### config.mk
export PLATFORM = sky130hd
export DESIGN_NAME = dms_sched_flat
export DESIGN_NICKNAME = d
export VERILOG_FILES = /design/src/rtl/dms_pkg.sv /design/src/rtl/dms_sched_if.sv /design/src/rtl/dms_rr_pick.sv /design/src/rtl/dms_sched.sv /design/src/flat_wrapper.sv
export SDC_FILE = /design/constraint.sdc
export NUM_CORES = 1
export LEC_CHECK = 0
export BUFFER_PORTS_ARGS = -buffer_cell sky130_fd_sc_hd__clkbuf_2
export CELL_PAD_IN_SITES_DETAIL_PLACEMENT = 1
export CELL_PAD_IN_SITES_GLOBAL_PLACEMENT = 1
export CORE_MARGIN = 4
export CORE_UTILIZATION = 31
export DETAILED_ROUTE_END_ITERATION = 8
export PLACE_DENSITY_LB_ADDON = 0.1
export SYNTH_ARGS = -nofsm -noshare
export SYNTH_HDL_FRONTEND = slang
export SYNTH_SLANG_ARGS = --single-unit
### constraint.sdc
create_clock -name clk -period 6.7 [get_ports clk]
set_clock_uncertainty 0.1 [all_clocks]
set_input_delay 2.01 -clock clk [delete_from_list [all_inputs] [get_ports clk]]
set_output_delay 2.01 -clock clk [all_outputs]
set_load 0.01 [all_outputs]
### src/rtl/dms_pkg.sv
// Shared types and helpers for the demux scheduler: FSM states, address width,
// default sizing and the one-hot decoder used for the ack pulse.
package dms_pkg;

  typedef enum logic [1:0] {IDLE, LOAD, SHIFT, GAP} state_t;

  localparam int AW      = 3;
  localparam int DEF_NCH = 7;
  localparam int DEF_W   = 8;

  function automatic logic [(1<<AW)-1:0] onehot(input logic [AW-1:0] idx);
    logic [(1<<AW)-1:0] v;
    v      = '0;
    v[idx] = 1'b1;
    return v;
  endfunction

endpackage

### src/rtl/dms_sched_if.sv
// Requester/demux-side bundle of the scheduler. The master modport is the
// scheduler itself; the slave modport is the requesters plus the demux.
interface dms_sched_if import dms_pkg::*; #(
  parameter int NCH = DEF_NCH,
  parameter int W   = DEF_W
);

  logic [NCH-1:0]   req;
  logic [NCH*W-1:0] data_in;
  logic [NCH-1:0]   ack;
  logic [AW-1:0]    adr;
  logic             line;
  logic             busy;
  logic             done;

  modport master (input req, data_in, output ack, adr, line, busy, done);
  modport slave  (output req, data_in, input ack, adr, line, busy, done);

endinterface

### src/rtl/dms_rr_pick.sv
// Combinational round-robin picker: first requesting channel after 'last',
// wrapping modulo NCH.
module dms_rr_pick import dms_pkg::*; #(
  parameter int NCH = DEF_NCH
) (
  input  logic [NCH-1:0] req,
  input  logic [AW-1:0]  last,
  output logic           any,
  output logic [AW-1:0]  idx
);

  logic [AW-1:0] c;

  // Scan from the far end so the earliest hit in scan order is written last.
  always_comb begin
    any = 1'b0;
    idx = '0;
    c   = '0;
    for (int i = NCH; i >= 1; i--) begin
      c = AW'((int'(last) + i) % NCH);
      if (req[c]) begin
        any = 1'b1;
        idx = c;
      end
    end
  end

endmodule

### src/rtl/dms_sched.sv
// Round-robin scheduler for the shared 1-to-NCH serial demux: captures one
// requester's word, holds the demux address and shifts the word out LSB-first.
module dms_sched import dms_pkg::*; #(
  parameter int NCH = DEF_NCH,
  parameter int W   = DEF_W
) (
  input logic        clk,
  input logic        rst,
  dms_sched_if.master bus
);

  localparam int CW = $clog2(W);

  state_t         state;
  logic [W-1:0]   shreg;
  logic [CW-1:0]  cnt;
  logic [AW-1:0]  last;
  logic [NCH-1:0] ack_q;
  logic [AW-1:0]  adr_q;
  logic           busy_q;
  logic           pick_any;
  logic [AW-1:0]  pick_idx;

  dms_rr_pick #(.NCH(NCH)) u_pick (
    .req  (bus.req),
    .last (last),
    .any  (pick_any),
    .idx  (pick_idx)
  );

  // Pointer resets to the top channel so channel 0 wins the first arbitration.
  always_ff @(posedge clk) begin
    if (rst) begin
      state  <= IDLE;
      shreg  <= '0;
      cnt    <= '0;
      last   <= AW'(NCH - 1);
      ack_q  <= '0;
      adr_q  <= '0;
      busy_q <= 1'b0;
    end else begin
      ack_q <= '0;
      case (state)
        IDLE: begin
          if (pick_any) begin
            adr_q  <= pick_idx;
            shreg  <= bus.data_in[int'(pick_idx)*W +: W];
            ack_q  <= NCH'(onehot(pick_idx));
            cnt    <= '0;
            busy_q <= 1'b1;
            state  <= LOAD;
          end
        end
        LOAD: state <= SHIFT;
        SHIFT: begin
          shreg <= shreg >> 1;
          cnt   <= cnt + 1'b1;
          if (cnt == CW'(W - 1)) state <= GAP;
        end
        GAP: begin
          last   <= adr_q;
          busy_q <= 1'b0;
          state  <= IDLE;
        end
        default: state <= IDLE;
      endcase
    end
  end

  assign bus.ack  = ack_q;
  assign bus.adr  = adr_q;
  assign bus.busy = busy_q;
  assign bus.line = (state == SHIFT) & shreg[0];
  assign bus.done = (state == SHIFT) && (cnt == CW'(W - 1));

endmodule
### src/flat_wrapper.sv
// flat-port wrapper written by rule: the top's interface ports become plain ports
module dms_sched_flat import dms_pkg::*;
#(
  parameter int NCH = DEF_NCH,
  parameter int W   = DEF_W
)
  (clk, rst, bus_req, bus_data_in, bus_ack, bus_adr, bus_line, bus_busy, bus_done);
  dms_sched_if #(.NCH(NCH), .W(W)) bus_i ();
  input logic clk;
  input logic rst;
  input wire logic [$bits(bus_i.req)-1:0] bus_req;
  input wire logic [$bits(bus_i.data_in)-1:0] bus_data_in;
  output wire logic [$bits(bus_i.ack)-1:0] bus_ack;
  output wire logic [$bits(bus_i.adr)-1:0] bus_adr;
  output wire logic [$bits(bus_i.line)-1:0] bus_line;
  output wire logic [$bits(bus_i.busy)-1:0] bus_busy;
  output wire logic [$bits(bus_i.done)-1:0] bus_done;
  assign bus_i.req = bus_req;
  assign bus_i.data_in = bus_data_in;
  assign bus_ack = bus_i.ack;
  assign bus_adr = bus_i.adr;
  assign bus_line = bus_i.line;
  assign bus_busy = bus_i.busy;
  assign bus_done = bus_i.done;
  dms_sched #(.NCH(NCH), .W(W)) u_core (.clk(clk), .rst(rst), .bus(bus_i));
endmodule
Word level (Yosys, flattened, before mapping):

Cells that the tools add are included.

* bits in registers: 27
* output and inout port bits: 13
* bits of input ports: 65
* logic and storage cells: 90

* magnitude comparators: 9
* shift-type cells: 1
* add/sub/neg operators: 8
* div/mod/pow operators: 7
* bitwise gates (word level): 3
* multiplexer cells: 39
* reduce and logical (&&, ||, !) cells: 10
* equality and inequality tests: 6

Operator list (count)
* remainder unit 32 x 4 -> 32 bit, second input constant: 7
* variable part select 56 x 7 -> 8 bit: 1
* less-than comparator 3 x 4 -> 1 bit, second input constant: 8
* 2-to-1 mux 3 bit: 8
* binary-select mux 1 bit (select 3 bit): 7
* adder 3 x 3 -> 4 bit, second input constant: 4
* 2-to-1 mux 1 bit: 16
* case mux 8 bit (2 select lines): 1
* adder 3 x 2 -> 4 bit, second input constant: 2
* 2-to-1 mux 8 bit: 1
* case mux 2 bit (4 select lines): 1
* AND reduction 2 bit: 4
* case mux 3 bit (2 select lines): 1
* adder 3 x 1 -> 4 bit, second input constant: 1
* == test 2 bit, second input constant: 2
* 2-to-1 mux 2 bit: 2
* inequality test 2 x 1 -> 1 bit, second input constant: 2
* nonzero test 2 bit: 2
* adder 3 x 1 -> 3 bit, second input constant: 1
* demux 1 bit (select 3 bit): 1
* == test 3 bit, second input constant: 1
* greater-or-equal comparator 3 x 1 -> 1 bit, second input constant: 1
* OR reduction 3 bit: 1
* == test 2 x 1 -> 1 bit, second input constant: 1
* 5 further kinds: 7

Longest topological paths before layout:

* word-level depth: 15
* depth in mapped cells: 23
* depth with buffers taken out: 18

Cells and area by module:

From an unflattened synthesis, not the netlist that was laid out.

* cell total of the unflattened synthesis: 432
* area, all modules: 3631.0 sq um

Modules (own cells, without submodules)
* dms_rr_pick: area each 1988.2 sq um, cells each 256, sequential area each 0.0 sq um, times used 1
* dms_sched: area each 1642.8 sq um, cells each 176, sequential area each 540.5 sq um, times used 1

Least setup slack after synthesis:

Ideal clock, no wire load.

* path type: register to register
* from: register u_core.last[0]
* to: register u_core.shreg[2]
* path slack: 0.976 ns
* path buffers: 6
* data required time: 6.480 ns
* clock period less this slack: 5.724 ns
* arrival time: 5.504 ns
* setup time: 0.120 ns
* stages on the path, launching flop included: 24
* path through: dfxtp_1 -> buf_4 -> buf_2 -> inv_1 -> buf_2 -> ha_1 -> inv_1 -> clkbuf_1 -> ha_1 -> ha_1 -> or3b_4 -> a211oi_4 -> or2_1 -> buf_6 -> mux2_1 -> a32o_1 -> nor3_1 -> o2111a_1 -> o41ai_4 -> nor2_4 -> buf_6 -> mux2_1 -> a22o_1 -> a211o_1

* longest elaborated chain between the ends: 14
* elaborated cells on any way between the ends: 47
* those cells by class: 7 x add/sub; 7 x div; 1 x eq/ne; 1 x shift; 30 x mux; 1 x reduce/logical

RTL lines
* start: declaration: RTL line dms_sched.sv:17 `logic [AW-1:0] last;`
* start signal: assignment: RTL line dms_sched.sv:37 `last <= AW'(NCH - 1);`
* start signal: assignment: RTL line dms_sched.sv:61 `last <= adr_q;`
* adder 3 x 3 -> 4 bit: RTL line dms_rr_pick.sv:20 `c = AW'((int'(last) + i) % NCH);`
* remainder unit 32 x 4 -> 32 bit: RTL line dms_rr_pick.sv:20
* binary-select mux 1 bit (select 3 bit): RTL line dms_rr_pick.sv:21 `if (req[c]) begin`
* 2-to-1 mux 1 bit (implied by the code): RTL line dms_rr_pick.sv:21
* 2-to-1 mux 3 bit (7 in a row): RTL line dms_rr_pick.sv:21
* variable part select 56 x 7 -> 8 bit: RTL line dms_sched.sv:47 `shreg <= bus.data_in[int'(pick_idx)*W +: W];`
* 2-to-1 mux 8 bit: RTL line dms_sched.sv:45 `if (pick_any) begin`
* case mux 8 bit (2 select lines): RTL line dms_sched.sv:43 `case (state)`
* end signal: assignment: RTL line dms_sched.sv:47
* end signal: assignment: RTL line dms_sched.sv:56 `shreg <= shreg >> 1;`
* end: declaration: RTL line dms_sched.sv:15 `logic [W-1:0] shreg;`

Several ways; a longest one is shown, not always the timed one. The select of a mux whose other input is x is not followed.
A chain may end at the register's enable or synchronous reset.

Worst setup path after layout:

* from: register u_core.last[1]
* to: register u_core.shreg[1]

Same word-level chain as after synthesis.

==> impl_metrics.csv <==
group,metric,value,unit
routing,antenna_left,0,
global_routing,overflow,0,
clock_network,cts_root_buf,"clkbuf_16",
clock_network,numClockSinks,27,
clock_network,cts_setup_buffers,0,
yosys,synth_flop_cell,"dfxtp_1",
global_routing,grt_pass1_vias,4279,
placed_design,port_buffers,77,
critical_path,max_stage_delay,0.59,ns
routing,vias,4251,
global_routing,grt_max_degree,58,
min_path,min_path_type,"reg -> reg",
floorplanning,design.core.area,13240,sq um
yosys,avgSynthCellArea,7.811,sq um
timing,min_period,6.100,ns
critical_path,cp-end-kind,"flip-flop",
timing,tightest_slew,0.7956,ns
clock_network,postCtsHoldBufs,0,
clock_network,cts-resized-gates,0,
routing,routed_wl,14720,um
floorplanning,floorplan.initialDensity,0.3156,
outcome,outcome,"completed",
global_routing,antenna_found_initial,0,
critical_path,startpoint_type,"flip-flop",
yosys,synth_nets,626,
timing,timing.hold.ws,0.3810,ns
critical_path,crit_type,"reg -> reg",
yosys,syn_inst,535,
floorplanning,die_w,124.1,um
yosys,synth-seq-cells,27,
placed_design,placed_cells,761,
yosys,synth_edf_count,0,
cells_and_area,fillers,1687,
routing,avgRoutedWirePerCell,19.25,um
clock_network,h-tree-depth,1,
pwr,peakVddDrop,164.7,uV
yosys,synth_cell_types,91,
floorplanning,die-area,15400,sq um
yosys,syn_area,4179,sq um
cells_and_area,layout.nets,681,
critical_path,worstPathRequired,6.76,ns
timing,min_period_over_period,0.9105,
placed_design,routabilityCongestion,0.8451,
floorplanning,fp-row-count,42,
yosys,synth_top_area_cell,"dfxtp_1",
critical_path,crit_slowest_cell,"nor2_4",
timing,report.final.slew_viol_count,0,
critical_path,cpLargestDelayFamily,"simple AND/OR/NAND/NOR gates",
clock_network,clkLatencyLatePin,0.28,ns
timing,setup_tns,0,ns
routing,remaining_drc_errors,0,
critical_path,path_buf_inv,2,
timing,fmax,163.9,MHz
clock_network,clk_pin_slew_worst_paths,0.08,ns
cells_and_area,antennaDiodeCount,0,
cells_and_area,fin_cells,765,
floorplanning,num_io_pins,78,
routing,dr.pass1.iters,4,
yosys,ys_seq_area_frac,0.1293,
critical_path,crit_fanout,23,
critical_path,cpMostUsedCell,"ha_1",
cells_and_area,area_delta_synth_final,13.53,%
clock_network,cts_made_buffers,3,
critical_path,cp_cell_sequence,"buf_4 > inv_1 > ha_1 > xor2_2 > ha_1 > ha_1 > or3b_4 > a211oi_4 > or2_1 > mux2_1 > a32o_1 > nor3_1 > o2111a_1 > o41ai_4 > nor2_4 > mux2_2 > a22o_1 > a211o_1",
routing,via_per_inst,5.557,
floorplanning,die_h,124.1,um
timing,rsz0062_at_grt,"false",
clock_network,cts_tree,"yes",
cells_and_area,drive_gt1_frac,0.2326,
routing,drt_iter0_markers,188,
placed_design,place_hpwl,11540,um
yosys,async_flop_share,0,
timing,setup_viol,0,
clock_network,cts_max_path_buffers,2,
yosys,synth_top_area_share,0.1293,
flow_run,maxCapViolations,0,
pwr,power_density,369.4,nW/um^2
yosys,synth_area_leaders,"dfxtp_1 (13%), ha_1 (7.8%), mux2i_1 (7.7%)",
pwr,p_leak,2.071,nW
timing,final-hold-violation-count,0,
global_routing,grt_pass1_wl,22900,um
critical_path,crit_arrival,6.16,ns
timing,slew-limit-headroom,0.4652,
yosys,yosysWarnings,0,
global_routing,grt_usage,0.1883,
## layout make-up
type	instances	area [sq um]	area share
well taps	176	220.2	0.04641
inverters	26	97.59	0.02057
clock inverters	1	7.507	0.001582
flip-flops and latches	27	541.8	0.1142
multi-input cells	445	3342	0.7044
repair buffers	87	460.4	0.09705
clock buffers	3	75.07	0.01582
## synthesized netlist by cell type (4+ instances only)
cell	instances
o31ai_1	4
o21a_1	5
o21ai_0	22
a31oi_1	7
a211o_1	11
or2_2	6
dfxtp_1	27
buf_6	4
nor3_1	13
a21oi_1	31
mux2i_1	32
mux2_2	11
and3_1	5
buf_2	7
nand2b_1	17
nor3b_1	6
inv_1	23
a32o_1	7
buf_4	5
nor2_1	55
nand2_1	37
a21o_1	4
mux2_1	8
a22o_1	7
nand3_1	8
clkbuf_1	17
ha_1	26
xnor2_1	9
and2_1	8
o211ai_1	12
a211oi_1	7
o21bai_1	4
## layout by cell type, fill, tap and decap left out, types with 4 or more instances in the layout
master,netlist,routed
o21bai_1,4,4
and3_1,5,5
nand3_1,8,8
a211o_1,11,11
o21ai_0,22,22
or2_2,6,6
o21a_1,5,5
nor3b_1,6,6
o211ai_1,12,12
a31oi_1,7,7
xnor2_1,9,9
mux2_1,8,8
nand2b_1,17,17
inv_1,23,23
a21oi_1,31,31
nor3_1,13,13
a22o_1,7,7
nand2_1,37,37
and2_1,8,8
clkbuf_2,2,77
a211oi_1,7,7
nor2_1,55,55
mux2i_1,32,32
a32o_1,7,7
ha_1,26,26
mux2_2,11,11
buf_4,5,10
a21o_1,4,4
dfxtp_1,27,26
o31ai_1,4,4
## routing by layer
| layer | routed length, um | up-vias | part of all wire | global-route usage |
|---|---|---|---|---|
| met5 | 0 | - | 0 | 0 |
| met3 | 446 | 7 | 0.030 | 0.01817 |
| met2 | 7052 | 53 | 0.48 | 0.3230 |
| li1 | - | 2100 | - | - |
| met1 | 7115 | 2091 | 0.48 | 0.2614 |
| met4 | 110 | 0 | 0.0075 | 0.02738 |
## sequential cells by signal, summed over array words and instances (netlist names)
register / count
u_core.last: 3
u_core.bus.ack: 7
u_core.cnt: 3
u_core.bus.busy: 1
u_core.shreg: 8
u_core.state: 2
u_core.bus.adr: 3
## kinds of logic after synthesis
logic type | after synthesis | synth area share
DFF | 27 | 0.1293
and+or+nand+nor | 185 | 0.2341
adders and majority gates | 26 | 0.07784
AOI/OAI and AO/OA | 168 | 0.3138
xor gates and xnor gates | 13 | 0.03713
muxes | 53 | 0.1368
buffers and inverters | 63 | 0.07096
## where the power goes
group	switching [mW]	leakage (nW)	internal [mW]
sequential	0.0266	0.222	0.206
clock	0.0687	0.0371	0.0817
combinational	0.811	1.81	0.559
total	0.907	2.07	0.846
## final timing paths
kind	from	end	slack [ns]	depth (start not counted)
max	u_core.last[1]$_SDFFE_PP1P_	u_core.shreg[1]$_SDFFE_PP0P_	0.60	18
min	u_core.bus.adr[2]$_SDFFE_PP0P_	u_core.bus.adr[2]$_SDFFE_PP0P_	0.38	2
max reg2reg	u_core.last[1]$_SDFFE_PP1P_	u_core.shreg[1]$_SDFFE_PP0P_	0.60	18
min reg2reg	u_core.bus.adr[2]$_SDFFE_PP0P_	u_core.bus.adr[2]$_SDFFE_PP0P_	0.38	2
## metrics by stage
stage | utilization | setup slack (ns) | total power [mW] | area, sq um
after detailed placement | 0.3520 | 0.6557 | 1.606 | 4662
after global placement | 0.3520 | 0.8230 | 1.583 | 4662
after floorplan | - | 0.9762 | 1.312 | 4179
after global routing | 0.3583 | 0.1533 | 1.912 | 4745
after CTS | 0.3583 | 0.5759 | 1.768 | 4745
final | 0.3583 | 0.5997 | 1.753 | 4745
## worst reg2reg max path: cells and delay by family, from the launching register on
| family | cells | cell delay, ns |
|---|---|---|
| and+or+nand+nor | 4 | 1.64 |
| xor gates and xnor gates | 1 | 0.27 |
| muxes | 2 | 0.78 |
| buffers and inverters | 2 | 0.37 |
| AOI/OAI and AO/OA | 6 | 1.54 |
| adders and majority gates | 3 | 0.98 |
| DFF | 1 | 0.30 |
No activity file was read; power rests on OpenSTA's default activity.
